<file path="src/rtl/cordic_pkg.sv">
// Shared definitions for the CORDIC request arbiter.
package cordic_pkg;

   localparam int unsigned N_FRAC_DEF         = 7;
   localparam int unsigned TIMEOUT_CYCLES_DEF = 15;
   localparam int unsigned ITERATIONS         = 6;

   // Arbiter FSM encoding; the unused patterns do not exist in a 2-bit space,
   // but the FSM still carries a default arm back to idle.
   typedef enum logic [1:0] {
      ST_IDLE    = 2'd0,
      ST_ISSUE   = 2'd1,
      ST_WAIT    = 2'd2,
      ST_DELIVER = 2'd3
   } state_e;

   // Width of a counter that must reach max_val without wrapping.
   function automatic int unsigned cnt_width(input int unsigned max_val);
      return (max_val < 1) ? 1 : $clog2(max_val + 1);
   endfunction

   // Number of micro-rotations the shared CORDIC core performs per job.
   function automatic int unsigned cordic_iterations();
      return ITERATIONS;
   endfunction

endpackage

</file>
<file path="src/rtl/cordic_req_slot.sv">
// One-entry operand buffer with a busy flag; strobes while busy are dropped.
module cordic_req_slot #(
   parameter int unsigned W = 8
) (
   input  logic                clk_i,
   input  logic                rst_i,
   input  logic                strobe_i,
   input  logic                clr_i,
   input  logic signed [W-1:0] x_i,
   input  logic signed [W-1:0] y_i,
   input  logic signed [W-1:0] z_i,
   output logic                busy_o,
   output logic signed [W-1:0] x_o,
   output logic signed [W-1:0] y_o,
   output logic signed [W-1:0] z_o
);

   logic                busy_q, busy_d;
   logic signed [W-1:0] x_q, x_d;
   logic signed [W-1:0] y_q, y_d;
   logic signed [W-1:0] z_q, z_d;

   // Load on a strobe only when empty; clear is only ever issued while full.
   always_comb begin
      busy_d = busy_q;
      x_d    = x_q;
      y_d    = y_q;
      z_d    = z_q;
      if (clr_i) begin
         busy_d = 1'b0;
      end
      if (strobe_i && !busy_q) begin
         busy_d = 1'b1;
         x_d    = x_i;
         y_d    = y_i;
         z_d    = z_i;
      end
   end

   // Slot registers with synchronous reset.
   always_ff @(posedge clk_i) begin
      if (rst_i) begin
         busy_q <= 1'b0;
         x_q    <= '0;
         y_q    <= '0;
         z_q    <= '0;
      end else begin
         busy_q <= busy_d;
         x_q    <= x_d;
         y_q    <= y_d;
         z_q    <= z_d;
      end
   end

   assign busy_o = busy_q;
   assign x_o    = x_q;
   assign y_o    = y_q;
   assign z_o    = z_q;

endmodule

</file>
<file path="src/rtl/cordic_arbiter.sv">
// Two-channel round-robin arbiter in front of a single shared CORDIC core.
module cordic_arbiter
   import cordic_pkg::*;
#(
   parameter int unsigned N_FRAC         = N_FRAC_DEF,
   parameter int unsigned TIMEOUT_CYCLES = TIMEOUT_CYCLES_DEF
) (
   input  logic                 clk_i,
   input  logic                 rst_i,
   input  logic                 req0_valid_strobe_i,
   input  logic signed [N_FRAC:0] req0_x_i,
   input  logic signed [N_FRAC:0] req0_y_i,
   input  logic signed [N_FRAC:0] req0_z_i,
   input  logic                 req1_valid_strobe_i,
   input  logic signed [N_FRAC:0] req1_x_i,
   input  logic signed [N_FRAC:0] req1_y_i,
   input  logic signed [N_FRAC:0] req1_z_i,
   output logic                 req0_busy_o,
   output logic                 req1_busy_o,
   output logic signed [N_FRAC:0] cordic_x_o,
   output logic signed [N_FRAC:0] cordic_y_o,
   output logic signed [N_FRAC:0] cordic_z_o,
   output logic                 cordic_valid_strobe_o,
   input  logic signed [N_FRAC:0] cordic_x_i,
   input  logic signed [N_FRAC:0] cordic_y_i,
   input  logic signed [N_FRAC:0] cordic_z_i,
   input  logic                 cordic_valid_strobe_i,
   output logic signed [N_FRAC:0] res_x_o,
   output logic signed [N_FRAC:0] res_y_o,
   output logic signed [N_FRAC:0] res_z_o,
   output logic                 res0_valid_strobe_o,
   output logic                 res1_valid_strobe_o,
   output logic                 timeout_o
);

   localparam int unsigned W     = N_FRAC + 1;
   localparam int unsigned CNT_W = cnt_width(TIMEOUT_CYCLES);

   logic                slot0_busy_c, slot1_busy_c;
   logic                clr0_c, clr1_c;
   logic signed [W-1:0] s0_x_c, s0_y_c, s0_z_c;
   logic signed [W-1:0] s1_x_c, s1_y_c, s1_z_c;

   state_e              state_q, state_d;
   logic                grant_q, grant_d;
   logic                last_grant_q, last_grant_d;
   logic [CNT_W-1:0]    cnt_q, cnt_d;
   logic                cordic_valid_q, cordic_valid_d;
   logic signed [W-1:0] cordic_x_q, cordic_x_d;
   logic signed [W-1:0] cordic_y_q, cordic_y_d;
   logic signed [W-1:0] cordic_z_q, cordic_z_d;
   logic signed [W-1:0] res_x_q, res_x_d;
   logic signed [W-1:0] res_y_q, res_y_d;
   logic signed [W-1:0] res_z_q, res_z_d;
   logic                res0_valid_q, res0_valid_d;
   logic                res1_valid_q, res1_valid_d;
   logic                timeout_q, timeout_d;

   cordic_req_slot #(.W(W)) u_slot0 (
      .clk_i    (clk_i),
      .rst_i    (rst_i),
      .strobe_i (req0_valid_strobe_i),
      .clr_i    (clr0_c),
      .x_i      (req0_x_i),
      .y_i      (req0_y_i),
      .z_i      (req0_z_i),
      .busy_o   (slot0_busy_c),
      .x_o      (s0_x_c),
      .y_o      (s0_y_c),
      .z_o      (s0_z_c)
   );

   cordic_req_slot #(.W(W)) u_slot1 (
      .clk_i    (clk_i),
      .rst_i    (rst_i),
      .strobe_i (req1_valid_strobe_i),
      .clr_i    (clr1_c),
      .x_i      (req1_x_i),
      .y_i      (req1_y_i),
      .z_i      (req1_z_i),
      .busy_o   (slot1_busy_c),
      .x_o      (s1_x_c),
      .y_o      (s1_y_c),
      .z_o      (s1_z_c)
   );

   // Next-state and registered-output logic; strobes are set on entry to a state.
   always_comb begin
      state_d        = state_q;
      grant_d        = grant_q;
      last_grant_d   = last_grant_q;
      cnt_d          = cnt_q;
      cordic_valid_d = 1'b0;
      cordic_x_d     = cordic_x_q;
      cordic_y_d     = cordic_y_q;
      cordic_z_d     = cordic_z_q;
      res_x_d        = res_x_q;
      res_y_d        = res_y_q;
      res_z_d        = res_z_q;
      res0_valid_d   = 1'b0;
      res1_valid_d   = 1'b0;
      timeout_d      = 1'b0;
      clr0_c         = 1'b0;
      clr1_c         = 1'b0;

      case (state_q)
         ST_IDLE: begin
            if (slot0_busy_c || slot1_busy_c) begin
               // Round-robin only matters when both slots compete.
               grant_d        = (slot0_busy_c && slot1_busy_c) ? ~last_grant_q : slot1_busy_c;
               state_d        = ST_ISSUE;
               cordic_valid_d = 1'b1;
               cordic_x_d     = grant_d ? s1_x_c : s0_x_c;
               cordic_y_d     = grant_d ? s1_y_c : s0_y_c;
               cordic_z_d     = grant_d ? s1_z_c : s0_z_c;
            end
         end
         ST_ISSUE: begin
            state_d = ST_WAIT;
            cnt_d   = '0;
         end
         ST_WAIT: begin
            if (cordic_valid_strobe_i) begin
               // A done strobe beats a simultaneous timeout.
               state_d      = ST_DELIVER;
               res_x_d      = cordic_x_i;
               res_y_d      = cordic_y_i;
               res_z_d      = cordic_z_i;
               res0_valid_d = ~grant_q;
               res1_valid_d = grant_q;
            end else if (cnt_q == CNT_W'(TIMEOUT_CYCLES)) begin
               state_d      = ST_IDLE;
               timeout_d    = 1'b1;
               last_grant_d = grant_q;
               clr0_c       = ~grant_q;
               clr1_c       = grant_q;
            end else begin
               cnt_d = cnt_q + CNT_W'(1);
            end
         end
         ST_DELIVER: begin
            state_d      = ST_IDLE;
            last_grant_d = grant_q;
            clr0_c       = ~grant_q;
            clr1_c       = grant_q;
         end
         default: begin
            state_d = ST_IDLE;
         end
      endcase
   end

   // State and output registers with synchronous reset.
   always_ff @(posedge clk_i) begin
      if (rst_i) begin
         state_q        <= ST_IDLE;
         grant_q        <= 1'b0;
         last_grant_q   <= 1'b1;
         cnt_q          <= '0;
         cordic_valid_q <= 1'b0;
         cordic_x_q     <= '0;
         cordic_y_q     <= '0;
         cordic_z_q     <= '0;
         res_x_q        <= '0;
         res_y_q        <= '0;
         res_z_q        <= '0;
         res0_valid_q   <= 1'b0;
         res1_valid_q   <= 1'b0;
         timeout_q      <= 1'b0;
      end else begin
         state_q        <= state_d;
         grant_q        <= grant_d;
         last_grant_q   <= last_grant_d;
         cnt_q          <= cnt_d;
         cordic_valid_q <= cordic_valid_d;
         cordic_x_q     <= cordic_x_d;
         cordic_y_q     <= cordic_y_d;
         cordic_z_q     <= cordic_z_d;
         res_x_q        <= res_x_d;
         res_y_q        <= res_y_d;
         res_z_q        <= res_z_d;
         res0_valid_q   <= res0_valid_d;
         res1_valid_q   <= res1_valid_d;
         timeout_q      <= timeout_d;
      end
   end

   assign req0_busy_o           = slot0_busy_c;
   assign req1_busy_o           = slot1_busy_c;
   assign cordic_valid_strobe_o = cordic_valid_q;
   assign cordic_x_o            = cordic_x_q;
   assign cordic_y_o            = cordic_y_q;
   assign cordic_z_o            = cordic_z_q;
   assign res_x_o               = res_x_q;
   assign res_y_o               = res_y_q;
   assign res_z_o               = res_z_q;
   assign res0_valid_strobe_o   = res0_valid_q;
   assign res1_valid_strobe_o   = res1_valid_q;
   assign timeout_o             = timeout_q;

endmodule

</file>
<file path="config.mk">
export PLATFORM = sky130hd
export DESIGN_NAME = cordic_arbiter
export DESIGN_NICKNAME = d
export VERILOG_FILES = /design/src/rtl/cordic_pkg.sv /design/src/rtl/cordic_req_slot.sv /design/src/rtl/cordic_arbiter.sv
export SDC_FILE = /design/constraint.sdc
export NUM_CORES = 1
export LEC_CHECK = 0
export ABC_AREA = 1
export BUFFER_PORTS_ARGS = -buffer_cell sky130_fd_sc_hd__buf_2
export CELL_PAD_IN_SITES_DETAIL_PLACEMENT = 0
export CELL_PAD_IN_SITES_GLOBAL_PLACEMENT = 1
export CORE_AREA = 2 2 106 108
export DETAILED_ROUTE_END_ITERATION = 6
export DIE_AREA = 0 0 108 110
export GPL_TIMING_DRIVEN = 0
export PLACE_DENSITY_LB_ADDON = 0.1
export SETUP_SLACK_MARGIN = 0.02
export SLEW_MARGIN = 20
export SYNTH_ARGS = -nofsm -noshare
export SYNTH_HDL_FRONTEND = slang
export SYNTH_SLANG_ARGS = --single-unit
</file>
<file path="constraint.sdc">
create_clock -name clk_i -period 2.9 [get_ports clk_i]
set_input_delay 0.29 -clock clk_i [delete_from_list [all_inputs] [get_ports clk_i]]
set_output_delay 0.29 -clock clk_i [all_outputs]
set_load 0.02 [all_outputs]
</file>
==> results of run 1 <==
-- flip-flops by register name, indices dropped and copies added (netlist names), 2 cells and up --
signal       cells
cnt_q            4
cordic_x_o       8
cordic_y_o       8
cordic_z_o       8
res_x_o          8
res_y_o          8
res_z_o          8
state_q          2
u_slot0.x_o      8
u_slot0.y_o      8
u_slot0.z_o      8
u_slot1.x_o      8
u_slot1.y_o      8
u_slot1.z_o      8
-- cells by family (layout without fill, tap and decap cells) --
group,count (synthesis),count (layout)
xor+xnor,1,1
compound gates,141,141
simple gates,219,219
fa+ha+maj,1,1
buf+inv,56,201
flops,110,110
-- report_power, final --
| group | internal (mW) | switching, mW |
|---|---|---|
| clock | 0.426 | 0.508 |
| sequential | 1.65 | 0.0846 |
| combinational | 0.240 | 0.452 |
-- tightest hold or removal path: cells and delay by family --
kind / cells / cell delay [ps]
buffers and inverters: 1 / 80
and+or+nand+nor: 2 / 110
-- worst max-delay path by stage --
stage / start / endpoint / slack [ps] / depth (start not counted)
3_5_place_dp: req0_valid_strobe_i / u_slot0.y_o[5]$_SDFFE_PP0P_ / 1280 / 7
5_1_grt: u_slot0.busy_o$_SDFFE_PP0P_ / u_slot0.y_o[4]$_SDFFE_PP0P_ / 1160 / 5
2_1_floorplan: u_slot1.busy_o$_SDFFE_PP0P_ / cordic_x_o[2]$_SDFFE_PP0P_ / 1590 / 5
6_report: u_slot0.busy_o$_SDFFE_PP0P_ / u_slot0.y_o[5]$_SDFFE_PP0P_ / 1330 / 5
4_1_cts: u_slot0.busy_o$_SDFFE_PP0P_ / u_slot0.y_o[5]$_SDFFE_PP0P_ / 1300 / 5
3_3_place_gp: req0_valid_strobe_i / u_slot0.y_o[5]$_SDFFE_PP0P_ / 1330 / 7
-- stage by stage --
stage / util / hold slack [ps]
3_5_place_dp: 0.4621 / 444.1
2_1_floorplan: - / 424.9
5_1_grt: 0.4801 / 137.6
6_report: 0.4801 / 130.6
4_1_cts: 0.4801 / 127.0
3_3_place_gp: 0.4621 / 438.6
-- routing by layer --
layer	up-vias	routed length [um]	GRT usage
met4	0	196	0.07784
met5	-	0	0
li1	2028	-	-
met2	109	5493	0.3360
met3	16	627	0.03351
met1	1749	5296	0.2507
-- layout make-up --
cell class | count | area share
plain buffers | 35 | 0.03508
clock buffers | 13 | 0.02899
clock inverters | 3 | 0.008526
inverters | 21 | 0.01535
multi-input cells | 362 | 0.3235
flip-flops and latches | 110 | 0.4287
well taps | 140 | 0.03410
repair buffers | 129 | 0.1257
-- cells in the final DEF (no fill, tap or decap), types with 2 or more instances in the layout --
cell type | synthesis | final
nor2_4 | 2 | 2
clkbuf_8 | 0 | 10
a31oi_1 | 17 | 17
o211ai_1 | 8 | 8
buf_2 | 20 | 149
o21ai_0 | 68 | 68
nand2_1 | 93 | 93
dfxtp_1 | 110 | 110
nor2_1 | 85 | 85
nand4_1 | 2 | 2
clkbuf_1 | 11 | 14
buf_6 | 3 | 3
nand2_2 | 2 | 2
inv_2 | 5 | 5
a21oi_1 | 48 | 48
nand3_1 | 30 | 30
inv_1 | 15 | 15
nor3_1 | 3 | 3
==> results.json, run 1 <==
{
  "synthFlopType": "dfxtp_1",
  "drtIter0Drc": 158,
  "yosysTopAreaCell": "dfxtp_1",
  "ff_latch_area_um2": 2202,
  "place_area_um2": 4943,
  "numCtsBuffers": 9,
  "synthAdderAreaFrac": 0.003035,
  "multi_input_area_um2": 1662,
  "rows": 38,
  "startpoint_type": "flip-flop",
  "slew_headroom": 0.6060,
  "ant_nets": 0,
  "gp_congestion": 0.8104,
  "cts_tree": "yes",
  "crit_buf_inv": 2,
  "gr-total-overflow": 0,
  "power.density_nw_per_um2": 655.0,
  "synth_top_family_by_area": "simple AND/OR/NAND/NOR gates",
  "cpPeakStageDelay_ps": 360,
  "hold_path_depth": 3,
  "route.detailed.drc": 0,
  "fin_tns_setup_ps": 0,
  "yosysSeqAreaShare": 0.5341,
  "ys_top_cells_by_count": "dfxtp_1, nand2_1, nor2_1",
  "arrival_ps": 1840,
  "drt-total-wl_um": 11610,
  "ys_types": 23,
  "syn_inst": 528,
  "clkTransAtPathRegs_ps": 100,
  "syn_area_um2": 4123,
  "hold_class": "in2reg",
  "p_leak_nw": 2.291,
  "clock_sinks": 110,
  "worstHoldEndpoint": "u_slot0.z_o[4]$_SDFFE_PP0P_",
  "placedCellCount": 797,
  "synth_nets": 606,
  "status": "completed",
  "vias_per_cell": 4.800,
  "first_global_vias": 3592,
  "critPathSlowestCell": "dfxtp_1",
  "cts_setup_buffers": 0,
  "synth-edff-count": 0,
  "io_buffers": 129,
  "fmax_mhz": 637.2,
  "grt_pass1_wl_um": 17890,
  "antenna_found_initial": 0,
  "min_from": "req0_z_i[4]",
  "clock_skew_ps": 13.64,
  "setup_viol": 0,
  "synth_most_common_cell": "dfxtp_1",
  "rsz0062_at_grt": "no",
  "path_class": "reg2reg",
  "vdd_drop_max_mv": 0.2301,
  "num-fill-cells": 1106,
  "r2r_slack_ps": 1330,
  "synthArstFlopShare": 0,
  "cp.required_ps": 3170,
  "first_pass_iters": 6,
  "dp_slack_ps": 1284,
  "cts_resized": 0,
  "io_pins": 131,
  "syn_avg_cell_area_um2": 7.808,
  "grt_use_total": 0.1975,
  "synth_area_leaders": "dfxtp_1, nand2_1, o21ai_0",
  "clock-root-buffer": "clkbuf_8",
  "worstMarginPinSlew_ps": 591.0,
  "core_um2": 10700,
  "antennaDiodeCount": 0,
  "maxCapViolCount": 0,
  "ctsHoldBuffers": 0,
  "setup_ws_ps": 1331,
  "grt_max_degree": 17,
  "fp.dieH_um": 110,
  "hold_viol": 0,
  "cp_max_fo": 10,
  "cpMostUsedCell": "nor2_1",
  "path_delay_family": "simple AND/OR/NAND/NOR gates",
  "area_growth_pct": 24.58,
  "drv_slew": 0,
  "design_area_um2": 5136,
  "cts_htree_levels": 3,
  "timing.rr.end": "u_slot0.y_o[5]$_SDFFE_PP0P_",
  "fin_nets": 746,
  "synth.ff_latch_count": 110,
  "cts_buffer_depth": 2,
  "clk_latency_ps": 370,
  "cp_cell_sequence": "nor2_2 -> inv_1 -> clkbuf_1 -> nor2_1 -> nor2_1",
  "yosys.area_share.simple": 0.2167,
  "finalCritPeriodShare": 0.5411,
  "r2r_start": "u_slot0.busy_o$_SDFFE_PP0P_",
  "synth_top_area_frac": 0.5341,
  "synthXorXnorAreaFrac": 0.002124,
  "vias": 3902,
  "end_kind": "flip-flop",
  "dp_hpwl_um": 8655,
  "final_layout_size_suffix_gt1_frac": 0.2615,
  "die_area_um2": 11880,
  "die_x_um": 108,
  "yosys_warnings": 0,
  "layout.cells.non_filler": 813,
  "muxShareOfSynthArea": 0,
  "start_util": 0.3854,
  "finalPower_mw": 3.364,
  "reg2regPathDepth": 5,
  "period_minus_slack_ps": 1569,
  "synth_compound_area_frac": 0.1812,
  "wl_per_cell_um": 14.28
}
Power figures use the tool's default switching activity.
==> inputs of run 2 (changes only) <==
ABC_AREA = 0   (was 1)
CORE_AREA = 2 2 115 117   (was 2 2 106 108)
DIE_AREA = 0 0 117 119   (was 0 0 108 110)
clock period = 1.4 ns   (was 2.9 ns; I/O delays follow)
==> run 2 against run 1 <==
- the run now ends with negative setup slack left
- non-clock buffer count grew 18
- clock skew shrank 9.4 ps
- global-route usage shrank 1.9 points
- routed wire length grew 8.5%
- combinational power grew 97%
- critical path type unchanged
==> results.json, run 2 <==
{
  "ys_types": 35,
  "grt_use_total": 0.1787,
  "synth-edff-count": 0,
  "worstMarginPinSlew_ps": 695.1,
  "synthArstFlopShare": 0,
  "area_growth_pct": 37.45,
  "synth_area_leaders": "dfxtp_1, nand2_1, a21oi_1",
  "yosysTopAreaCell": "dfxtp_1",
  "maxCapViolCount": 0,
  "final_cell_mix": "nand2_1, buf_2, dfxtp_1",
  "fp.dieH_um": 119,
  "start_util": 0.3215,
  "clock_skew_ps": 4.207,
  "final_common_cell": "nand2_1",
  "fmax_mhz": 706.6,
  "syn_inst": 518,
  "finalPower_mw": 7.316,
  "grt_pass1_wl_um": 19010,
  "clkTransAtPathRegs_ps": 70,
  "final_layout_size_suffix_gt1_frac": 0.3284,
  "synth_top_area_frac": 0.5320,
  "synth_nets": 596,
  "drv_slew": 0,
  "die_x_um": 117,
  "ys_top_cells_by_count": "nand2_1, dfxtp_1, a21oi_1",
  "cts_htree_levels": 3,
  "drt-total-wl_um": 12600,
  "gp_congestion": 0.7653,
  "path_class": "reg2reg",
  "dp_hpwl_um": 8988,
  "period_minus_slack_ps": 1415,
  "vdd_drop_max_mv": 0.6109,
  "syn_area_um2": 4139,
  "die_area_um2": 13920,
  "synth.ff_latch_count": 110,
  "gr-total-overflow": 0,
  "antenna_found_initial": 0,
  "hold_viol": 0,
  "fin_nets": 746,
  "wl_per_cell_um": 14.90,
  "rsz0062_at_grt": "yes",
  "clock_sinks": 110,
  "drtIter0Drc": 175,
  "finalCritPeriodShare": 1.011,
  "synthFlopType": "dfxtp_1",
  "end_kind": "flip-flop",
  "synthXorXnorAreaFrac": 0,
  "first_pass_iters": 4,
  "startpoint_type": "flip-flop",
  "power.density_nw_per_um2": 1286,
  "first_global_vias": 3698,
  "route.detailed.drc": 0,
  "yosys_warnings": 0,
  "yosysSeqAreaShare": 0.5320,
  "yosys.area_share.simple": 0.2192,
  "hold_class": "in2reg",
  "vias_per_cell": 4.708,
  "hold_slack_ps": 20.71,
  "cp_max_fo": 8,
  "numCtsBuffers": 9,
  "vias": 3983,
  "status": "complete, but fails checks",
  "p_leak_nw": 2.306,
  "setup_ws_ps": -15.28,
  "cts_buffer_depth": 2,
  "setup_viol": 4,
  "synth_top_family_by_area": "simple AND/OR/NAND/NOR gates",
  "synthAdderAreaFrac": 0.003023,
  "slew_headroom": 0.5366,
  "core_um2": 12870,
  "syn_avg_cell_area_um2": 7.990,
  "clock-root-buffer": "clkbuf_16",
  "antennaDiodeCount": 0,
  "io_buffers": 129,
  "place_area_um2": 5044,
  "cts_tree": "yes",
  "ant_nets": 0,
  "clk_latency_ps": 350,
  "design_area_um2": 5689,
  "rows": 42,
  "io_pins": 131,
  "arrival_ps": 1690,
  "ctsHoldBuffers": 0,
  "synth_most_common_cell": "nand2_1",
  "synth_compound_area_frac": 0.1998,
  "violations": "negative setup slack",
  "grt_max_degree": 16,
  "muxShareOfSynthArea": 0.002418,
  "cp.required_ps": 1670
}
[run 2: cell count changes after synthesis, sizes merged, moves of 23 or more]
cell    previous run  this run
a21oi             48       101
a311oi             0        24
clkbuf            12        35
nand2             95       193
nand3             30         3
nor2              88         5
o21ai             68         0
[run 2: worst paths after layout]
check | from | to | slack, ps | depth (start not counted)
min | req0_y_i[3] | u_slot0.y_o[3]$_SDFFE_PP0P_ | 20 | 3
min reg2reg | state_q[0]$_SDFFE_PP0P_ | timeout_o$_SDFF_PP0_ | 450 | 1
max reg2reg | state_q[0]$_SDFFE_PP0P_ | cnt_q[2]$_SDFFE_PP0P_ | -20 | 4
max | state_q[0]$_SDFFE_PP0P_ | cnt_q[2]$_SDFFE_PP0P_ | -20 | 4
[run 2: cell type report]
type                    count  area (um^2)
flip-flops and latches    110         2216
fillers                  1377         7186
inverters                   3        11.26
multi-input cells         362         1912
repair buffers            143        785.8
clock buffers              11        242.7
clock inverters             2        35.03
plain buffers              39        266.5
well taps                 176        220.2
[run 2: metal layers]
layer  global-route usage  wire, um
met3              0.03664       657
met5                    0         0
met4              0.05956       230
met1               0.2434      6034
met2               0.2814      5678
[run 2: cells by family (layout without fill, tap and decap cells)]
family	count (synthesis)	after routing
AND/OR/NAND/NOR	222	222
adder cells (fa/ha/maj)	1	1
multiplexers	1	1
AO/OA/AOI/OAI	138	138
flip-flops	110	110
buffers and inverters	46	198
[run 2: timing repair]
item | in CTS | in global routing
gates resized for setup | 42 | 51
pin swaps | 5 | 8
setup endpoints to repair | 93 | 89
gates cloned | 0 | 2
endpoints found under the hold margin | 0 | 0
setup buffers | 7 | 6
[run 2: stage by stage]
stage / TNS, ps / setup slack, ps / utilization / std cells
after floorplan: 0 / 16.51 / - / 518
after global placement: -14500 / -318.4 / 0.3917 / 823
after detailed placement: -16800 / -354.4 / 0.3917 / 823
after CTS: -311.4 / -31.59 / 0.4262 / 841
after global routing: -658.7 / -85.62 / 0.4419 / 846
final: -49.74 / -15.28 / 0.4419 / 846
[run 2: power breakdown]
part	total, mW	internal [mW]	switching [mW]	leakage [nW]
clock	2.49	1.40	1.09	0.137
sequential	3.47	3.34	0.127	0.903
combinational	1.36	0.574	0.782	1.27
[run 2: critical path: stages (launching register included)]
cell and delay (ps):
dfxtp_4 350, or3b_1 360, buf_6 140, or3_4 320, a211oi_2 170
